$ cat src/rtl/fp_unit_sched.sv
`default_nettype none
// +--------------------------------------------------------------------------+
// | fp_unit_sched: round-robin scheduler sharing one multi-cycle FP unit      |
// | between two requesters; FP_SCHED_BYPASS_EN resolves IEEE specials locally.|
// | Revision: 1.0                                                             |
// +--------------------------------------------------------------------------+
module fp_unit_sched #(
  parameter int WID = 32
) (
  input  logic           clk,
  input  logic           rst,
  input  logic           req0,
  input  logic [1:0]     op0,
  input  logic [WID-1:0] a0,
  input  logic [WID-1:0] b0,
  output logic           ack0,
  input  logic           req1,
  input  logic [1:0]     op1,
  input  logic [WID-1:0] a1,
  input  logic [WID-1:0] b1,
  output logic           ack1,
  output logic           fu_ld,
  output logic [1:0]     fu_op,
  output logic [WID-1:0] fu_a,
  output logic [WID-1:0] fu_b,
  input  logic           fu_done,
  input  logic [WID-1:0] fu_o,
  output logic [WID-1:0] o,
  output logic           o_valid,
  output logic           o_id,
  output logic           o_inv,
  output logic           o_dz
);

  typedef enum logic [2:0] {
    S_IDLE  = 3'd0,
    S_CLASS = 3'd1,
    S_ISSUE = 3'd2,
    S_WAIT  = 3'd3,
    S_RES   = 3'd4
  } state_t;

  state_t         r_state;
  logic           r_ptr;
  logic           r_id;
  logic [1:0]     r_op;
  logic [WID-1:0] r_a;
  logic [WID-1:0] r_b;

  logic w_gnt_any;
  logic w_gnt_id;
  assign w_gnt_any = req0 | req1;
  assign w_gnt_id  = (req0 & req1) ? r_ptr : req1;

  logic           w_special;
  logic           w_inv;
  logic           w_dz;
  logic [WID-1:0] w_res;

`ifdef FP_SCHED_BYPASS_EN
  localparam int EW = (WID == 64) ? 11 : 8;
  localparam int MW = WID - 1 - EW;

  logic          w_sa, w_sb;
  logic [EW-1:0] w_ea, w_eb;
  logic [MW-1:0] w_ma, w_mb;
  logic          w_a_nan, w_b_nan, w_a_snan, w_b_snan;
  logic          w_a_inf, w_b_inf, w_a_zero, w_b_zero;
  logic          w_invalid, w_inf_case, w_inf_sign;

  assign {w_sa, w_ea, w_ma} = r_a;
  assign {w_sb, w_eb, w_mb} = r_b;
  assign w_a_nan  = (&w_ea) & (|w_ma);
  assign w_b_nan  = (&w_eb) & (|w_mb);
  assign w_a_snan = w_a_nan & ~w_ma[MW-1];
  assign w_b_snan = w_b_nan & ~w_mb[MW-1];
  assign w_a_inf  = (&w_ea) & ~(|w_ma);
  assign w_b_inf  = (&w_eb) & ~(|w_mb);
  assign w_a_zero = ~(|w_ea) & ~(|w_ma);
  assign w_b_zero = ~(|w_eb) & ~(|w_mb);

  always_comb begin
    w_invalid  = 1'b0;
    w_inf_case = w_a_inf | w_b_inf;
    w_inf_sign = w_sa ^ w_sb;
    case (r_op)
      2'b00: begin
        w_invalid  = w_a_inf & w_b_inf & (w_sa != w_sb);
        w_inf_sign = w_a_inf ? w_sa : w_sb;
      end
      2'b01: begin
        w_invalid  = w_a_inf & w_b_inf & (w_sa == w_sb);
        w_inf_sign = w_a_inf ? w_sa : ~w_sb;
      end
      2'b10: w_invalid = (w_a_zero & w_b_inf) | (w_a_inf & w_b_zero);
      default: begin
        w_invalid  = (w_a_zero & w_b_zero) | (w_a_inf & w_b_inf);
        w_inf_case = w_a_inf;
      end
    endcase
  end

  // Priority chain: signalling NaN, quiet NaN, invalid, divide-by-zero, infinity.
  always_comb begin
    w_special = 1'b0;
    w_inv     = 1'b0;
    w_dz      = 1'b0;
    w_res     = '0;
    if (w_a_snan | w_b_snan) begin
      w_special     = 1'b1;
      w_inv         = 1'b1;
      w_res         = w_a_nan ? r_a : r_b;
      w_res[MW-1]   = 1'b1;
    end else if (w_a_nan | w_b_nan) begin
      w_special = 1'b1;
      w_res     = w_a_nan ? r_a : r_b;
    end else if (w_invalid) begin
      w_special = 1'b1;
      w_inv     = 1'b1;
      w_res     = {1'b0, {EW{1'b1}}, 1'b1, {(MW-1){1'b0}}};
    end else if ((r_op == 2'b11) & w_b_zero & ~w_a_zero & ~w_a_inf) begin
      w_special = 1'b1;
      w_dz      = 1'b1;
      w_res     = {w_sa ^ w_sb, {EW{1'b1}}, {MW{1'b0}}};
    end else if (w_inf_case) begin
      w_special = 1'b1;
      w_res     = {w_inf_sign, {EW{1'b1}}, {MW{1'b0}}};
    end
  end
`else
  assign w_special = 1'b0;
  assign w_inv     = 1'b0;
  assign w_dz      = 1'b0;
  assign w_res     = '0;
`endif

  always_ff @(posedge clk) begin
    if (rst) begin
      r_state <= S_IDLE;
      r_ptr   <= 1'b0;
      r_id    <= 1'b0;
      r_op    <= '0;
      r_a     <= '0;
      r_b     <= '0;
      ack0    <= 1'b0;
      ack1    <= 1'b0;
      fu_ld   <= 1'b0;
      fu_op   <= '0;
      fu_a    <= '0;
      fu_b    <= '0;
      o       <= '0;
      o_valid <= 1'b0;
      o_id    <= 1'b0;
      o_inv   <= 1'b0;
      o_dz    <= 1'b0;
    end else begin
      ack0    <= 1'b0;
      ack1    <= 1'b0;
      fu_ld   <= 1'b0;
      o_valid <= 1'b0;
      o_inv   <= 1'b0;
      o_dz    <= 1'b0;
      case (r_state)
        // RES arbitrates exactly like IDLE so back-to-back requests lose no cycle.
        S_IDLE, S_RES: begin
          if (w_gnt_any) begin
            r_op    <= w_gnt_id ? op1 : op0;
            r_a     <= w_gnt_id ? a1 : a0;
            r_b     <= w_gnt_id ? b1 : b0;
            r_id    <= w_gnt_id;
            ack0    <= ~w_gnt_id;
            ack1    <= w_gnt_id;
            r_ptr   <= ~w_gnt_id;
            r_state <= S_CLASS;
          end else begin
            r_state <= S_IDLE;
          end
        end
        S_CLASS: begin
          if (w_special) begin
            o       <= w_res;
            o_valid <= 1'b1;
            o_id    <= r_id;
            o_inv   <= w_inv;
            o_dz    <= w_dz;
            r_state <= S_RES;
          end else begin
            fu_ld   <= 1'b1;
            fu_op   <= r_op;
            fu_a    <= r_a;
            fu_b    <= r_b;
            r_state <= S_ISSUE;
          end
        end
        S_ISSUE: r_state <= S_WAIT;
        S_WAIT: begin
          if (fu_done) begin
            o       <= fu_o;
            o_valid <= 1'b1;
            o_id    <= r_id;
            fu_op   <= '0;
            fu_a    <= '0;
            fu_b    <= '0;
            r_state <= S_RES;
          end
        end
        default: r_state <= S_IDLE;
      endcase
    end
  end

endmodule
`default_nettype wire

$ cat config.mk
export PLATFORM = sky130hd
export DESIGN_NAME = fp_unit_sched
export DESIGN_NICKNAME = d
export VERILOG_FILES = /design/src/rtl/fp_unit_sched.sv
export SDC_FILE = /design/constraint.sdc
export NUM_CORES = 1
export LEC_CHECK = 0
export ABC_CLOCK_PERIOD_IN_PS = 1500
export BUFFER_PORTS_ARGS = -buffer_cell sky130_fd_sc_hd__buf_2
export CORE_AREA = 2 2 127 129
export CTS_CLUSTER_SIZE = 10
export DETAILED_ROUTE_END_ITERATION = 6
export DIE_AREA = 0 0 129 131
export GPL_ROUTABILITY_DRIVEN = 0
export PLACE_DENSITY = 0.75
export RECOVER_POWER = 25
export SYNTH_ARGS = -nofsm -noshare
export SYNTH_HDL_FRONTEND = slang
export SYNTH_SLANG_ARGS = --single-unit
$ cat constraint.sdc
create_clock -name clk -period 1.5 [get_ports clk]
set_input_delay 0.375 -clock clk [delete_from_list [all_inputs] [get_ports clk]]
set_output_delay 0.375 -clock clk [all_outputs]
set_load 0.05 [all_outputs]
Word level (Yosys, flattened, before mapping)
Index checks and enable logic that the tools add are counted.
{"block": "word_totals", "register_bits": 174, "input_bits": 169, "wordCells": 48}
{"block": "classes", "n_eq_ne": 5, "muxes": 14, "bitwise_logic": 6, "reduce_logical": 8}
{"operator": "$pmux 32 s2", "count": 2}
{"operator": "$mux 32", "count": 3}
{"operator": "$pmux 3 s4", "count": 1}
{"operator": "$eq 3x2->1 const B", "count": 2}
{"operator": "$reduce_and 2->1", "count": 3}
{"operator": "$mux 1", "count": 4}
{"operator": "$mux 2", "count": 2}
{"operator": "$not 1->1", "count": 4}
{"operator": "$pmux 2 s2", "count": 1}
{"operator": "$reduce_or 2->1", "count": 2}
{"operator": "$eq 3x1->1 const B", "count": 1}
{"operator": "$eq 3x3->1 const B", "count": 1}
{"operator": "$logic_not 3->1", "count": 1}
{"operator": "$mux 3", "count": 1}
{"operator": "$reduce_or 3->1", "count": 1}
{"operator": "$ne 2x2->1 const B", "count": 1}
{"operator": "$reduce_bool 2->1", "count": 1}
{"operator": "$and 1x1->1", "count": 1}
{"operator": "$or 1x1->1", "count": 1}

Logic depth before layout (Yosys ltp)
{"block": "logic_depth", "word_depth": 4, "mapped_depth": 6, "ltp_nobuf": 3}

Worst setup path before layout
No wires, ideal clock.
{"block": "synth_timing", "path_kind": "input port to flip-flop", "from": "in rst", "to": "reg r_a[1]", "setup_time_ps": 122, "t_arrival_ps": 1332, "t_required_ps": 1378, "setup_slack_ps": 46, "stages": 4, "n_path_buf": 2, "path_cell_list": "buf_4 clkbuf_1 nor4b_2 a221o_1"}
{"item": "from (decl)", "line": "11", "source": "input logic rst,"}
{"item": "to (signal assigned)", "line": "168", "source": "r_a <= w_gnt_id ? a1 : a0;"}
{"item": "to (decl)", "line": "47", "source": "logic [WID-1:0] r_a;"}

Worst setup path after layout
{"block": "layout_timing", "from": "reg r_state[0]", "to": "reg r_a[23]"}
{"block": "layout_between", "elab_chain_len": 3, "word_cells_on_any_way": 4, "cone_classes": "1 x eq/ne; 3 x reduce/logical"}
{"item": "from (decl)", "line": "43", "source": "state_t r_state;"}
{"item": "from (signal assigned)", "line": "139", "source": "r_state <= S_IDLE;"}
{"item": "from (signal assigned)", "line": "174", "source": "r_state <= S_CLASS;"}
{"item": "from (signal assigned)", "line": "176", "source": "r_state <= S_IDLE;"}
{"item": "$eq 3x3->1 or $logic_not 3->1 (tied branches)", "line": "163", "source": "case (r_state)"}
{"item": "$reduce_or 2->1 (*)", "line": "163"}
{"item": "$reduce_and 2->1 (no source line) (*)"}
Mark *: on every way between the ends. The rest lies on a longest branch, timed or not.
A chain may end at the register's enable or synchronous reset.

==> flow_summary_export.csv <==
group,metric,value,unit
floorplan,core,0.0156,mm^2
floorplan,initial_core_util,0.419,
detailed_routing,antenna_left,0,
setup_path,crit_type,"flop to flop",
yosys,synth_area_leaders,"dfxtp_1, a22o_1, nand3_1",
run_status,status,"complete, no violations",
floorplan,rows,46,
clock_network,clockRootBuffer,"clkbuf_16",
detailed_routing,drc,0,
yosys,synth_common_cells,"dfxtp_1, nand3_1, nand2_1",
clock_network,htreeDepth,4,
timing,setup-tns-final,0,ns
floorplan,die_h,131,um
layout,layout-drive-gt1-share,0.397,
floorplan,pin_count,274,
layout,n_antenna_cell,0,
timing,finalSetupViolations,0,
detailed_routing,first_pass_iters,5,
clock_network,cts_tree,"yes",
pwr,total_power,11.6,mW
grt,grt_max_degree,48,
grt,overflow,0,
worst_hold_path,hold_depth,2,
yosys,dominantRegCellSynth,"dfxtp_1",
layout,multi_input_area,0.00273,mm^2
setup_path,r2r_end,"r_a[23]$_SDFFE_PP0P_",
setup_path,reg2reg_depth,3,
placed_design,placedCellCount,1118,
floorplan,die_width,129,um
placed_design,post-place-ws,-0.122,ns
detailed_routing,avgViaCountPerCell,5.49,
pwr,ir_worst_vdd,0.768,mV
grt,antenna_found_initial,0,
yosys,synth_most_common_cell,"dfxtp_1",
setup_path,required,1.87,ns
setup_path,worstSetupStartpointType,"flop",
pwr,leakage,3.88,nW
grt,grt_pass1_wl,30600,um
layout,seq_area,0.00348,mm^2
placed_design,io_buffers,271,
timing,worst_slack,0.0492,ns
layout,area_delta_synth_final,37.8,%
setup_path,crit_family,"simple AND/OR/NAND/NOR gates",
setup_path,worst_ep_arrival_time,1.82,ns
setup_path,crit_slowest_cell,"or3b_4",
clock_network,clkLatencyLatePin,0.43,ns
yosys,yosysTopAreaCell,"dfxtp_1",
yosys,ys_ff_latch,174,
worst_hold_path,whs_endpoint,"r_b[31]$_SDFFE_PP0P_",
clock_network,clock-sinks,174,
yosys,syn-cell-area,0.00653,mm^2
setup_path,path_cells,"or3b_4 > nor4b_2 > a221o_1",
clock_network,path_clk_slew,0.07,ns
timing,fin_crit_sh,0.967,
yosys,ys_warn_count,0,
timing,final-hold-violation-count,0,
floorplan,dieArea,0.0169,mm^2
timing,slew_viol_final,0,
detailed_routing,drt_iter0_drc,411,
setup_path,critical_path.max_fanout,20,
layout,final_area,0.00900,mm^2
setup_path,cpPeakStageDelay,0.57,ns
pwr,power_density,1280,mW/mm^2
setup_path,crit_buf_inv,0,
layout,finalNonFillerCells,1156,
grt,grt_usage,0.230,
yosys,yosysUniqueCellTypes,32,
flow_run,maxCapViolations,0,
timing,period_minus_slack,1.45,ns
detailed_routing,wire_per_inst,17.6,um
placed_design,dpl_cell_area,0.00832,mm^2
yosys,syn-mean-instance-area,9.74,um^2
detailed_routing,drt-total-wl,20400,um
yosys,async_flop_share,0,
yosys,synth_top_area_share,0.534,
worst_hold_path,hold_path_class,"input port to flop",
clock_network,cts_buffers,17,
yosys,syn_inst,670,
worst_hold_path,hold_start,"b0[31]",
timing,max_freq,0.689,GHz
grt,grt_pass1_vias,6059,
timing,fin_skew,0.0120,ns
yosys,synth_seq_area_share,0.534,
timing,rsz0062_at_grt,"yes",
setup_path,r2r_slack,0.05,ns
placed_design,dp_hpwl,13400,um
yosys,synth_edf_count,0,
layout,nets,1097,
clock_network,clockBufferDepth,2,
clock_network,cts_hold_buf,0,
setup_path,endpoint_kind,"flop",
detailed_routing,num_vias,6348,
setup_path,worstReg2RegStart,"r_state[0]$_SDFFE_PP0P_",
layout,n_fill_cell,1379,
-- cells by family after synthesis --
family | synth area share
AOI/OAI and AO/OA | 0.230
DFF | 0.534
and+or+nand+nor | 0.179
other | 0.000574
buffers and inverters | 0.0563
-- stage by stage --
| stage | hold WS, ns | utilization |
|---|---|---|
| global placement | 0.438 | 0.533 |
| global route | 0.153 | 0.577 |
| detailed placement | 0.445 | 0.533 |
| CTS | 0.158 | 0.570 |
| finish | 0.170 | 0.577 |
| floorplan | 0.426 | - |
-- flip-flops by register name (all words and copies together), names as in the netlist, 2 cells and up --
name     flops
o           32
r_a         32
fu_op        2
r_b         32
fu_a        32
r_state      3
r_op         2
fu_b        32
-- report_power, final --
group          total [mW]  switching, mW  internal (mW)  leakage, nW
Clock                4.28           1.82           2.46        0.272
Combinational        2.15           1.32          0.825         2.19
Sequential           5.12          0.175           4.94         1.42
-- routing by layer --
| metal | global-route usage | wire length [um] |
|---|---|---|
| met1 | 0.286 | 8410 |
| met2 | 0.378 | 9760 |
| met3 | 0.0774 | 1920 |
| met4 | 0.0786 | 308 |
| met5 | 0 | 0 |
-- final cells by class --
cell class	count	share of cell area
Tap cell	216	0.0300
Sequential cell	174	0.387
Timing Repair Buffer	313	0.215
Multi-Input combinational cell	421	0.304
Clock buffer	23	0.0542
Clock inverter	8	0.00890
Inverter	1	0.000417
-- cell usage in the layout (no fill, tap or decap), types with 2 or more instances in the layout --
cell,instances
dfxtp_1,173
o21ai_0,48
clkbuf_1,2
a221o_1,19
nor2_1,4
nand3_1,95
nor4b_4,2
buf_12,17
nor4b_2,18
a21oi_1,34
nor3b_4,2
buf_6,2
clkinv_2,2
clkinvlp_4,3
a22o_1,66
conb_1,2
buf_4,21
nand2_1,67
inv_6,2
clkbuf_16,19
clkbuf_8,4
a31oi_1,47
buf_2,270
-- how the worst max path moves through the flow --
stage / startpoint / end / slack [ns] / depth (start not counted)
3_3_place_gp: req1 / r_b[5]$_SDFFE_PP0P_ / -0.05 / 4
6_report: r_state[0]$_SDFFE_PP0P_ / r_a[23]$_SDFFE_PP0P_ / 0.05 / 3
5_1_grt: r_state[0]$_SDFFE_PP0P_ / r_b[10]$_SDFFE_PP0P_ / -0.03 / 5
2_1_floorplan: rst / r_a[1]$_SDFFE_PP0P_ / 0.05 / 4
3_5_place_dp: req1 / r_a[26]$_SDFFE_PP0P_ / -0.12 / 4
4_1_cts: r_state[1]$_SDFFE_PP0P_ / fu_b[15]$_SDFFE_PP0P_ / 0.0009 / 5
-- repair_timing --
action | in CTS | in global routing
setup endpoints to repair | 0 | 107
gates resized for setup | 0 | 6
hold endpoints to repair | 0 | 0
setup buffers | 0 | 5
(Power assumes the default switching activity.)
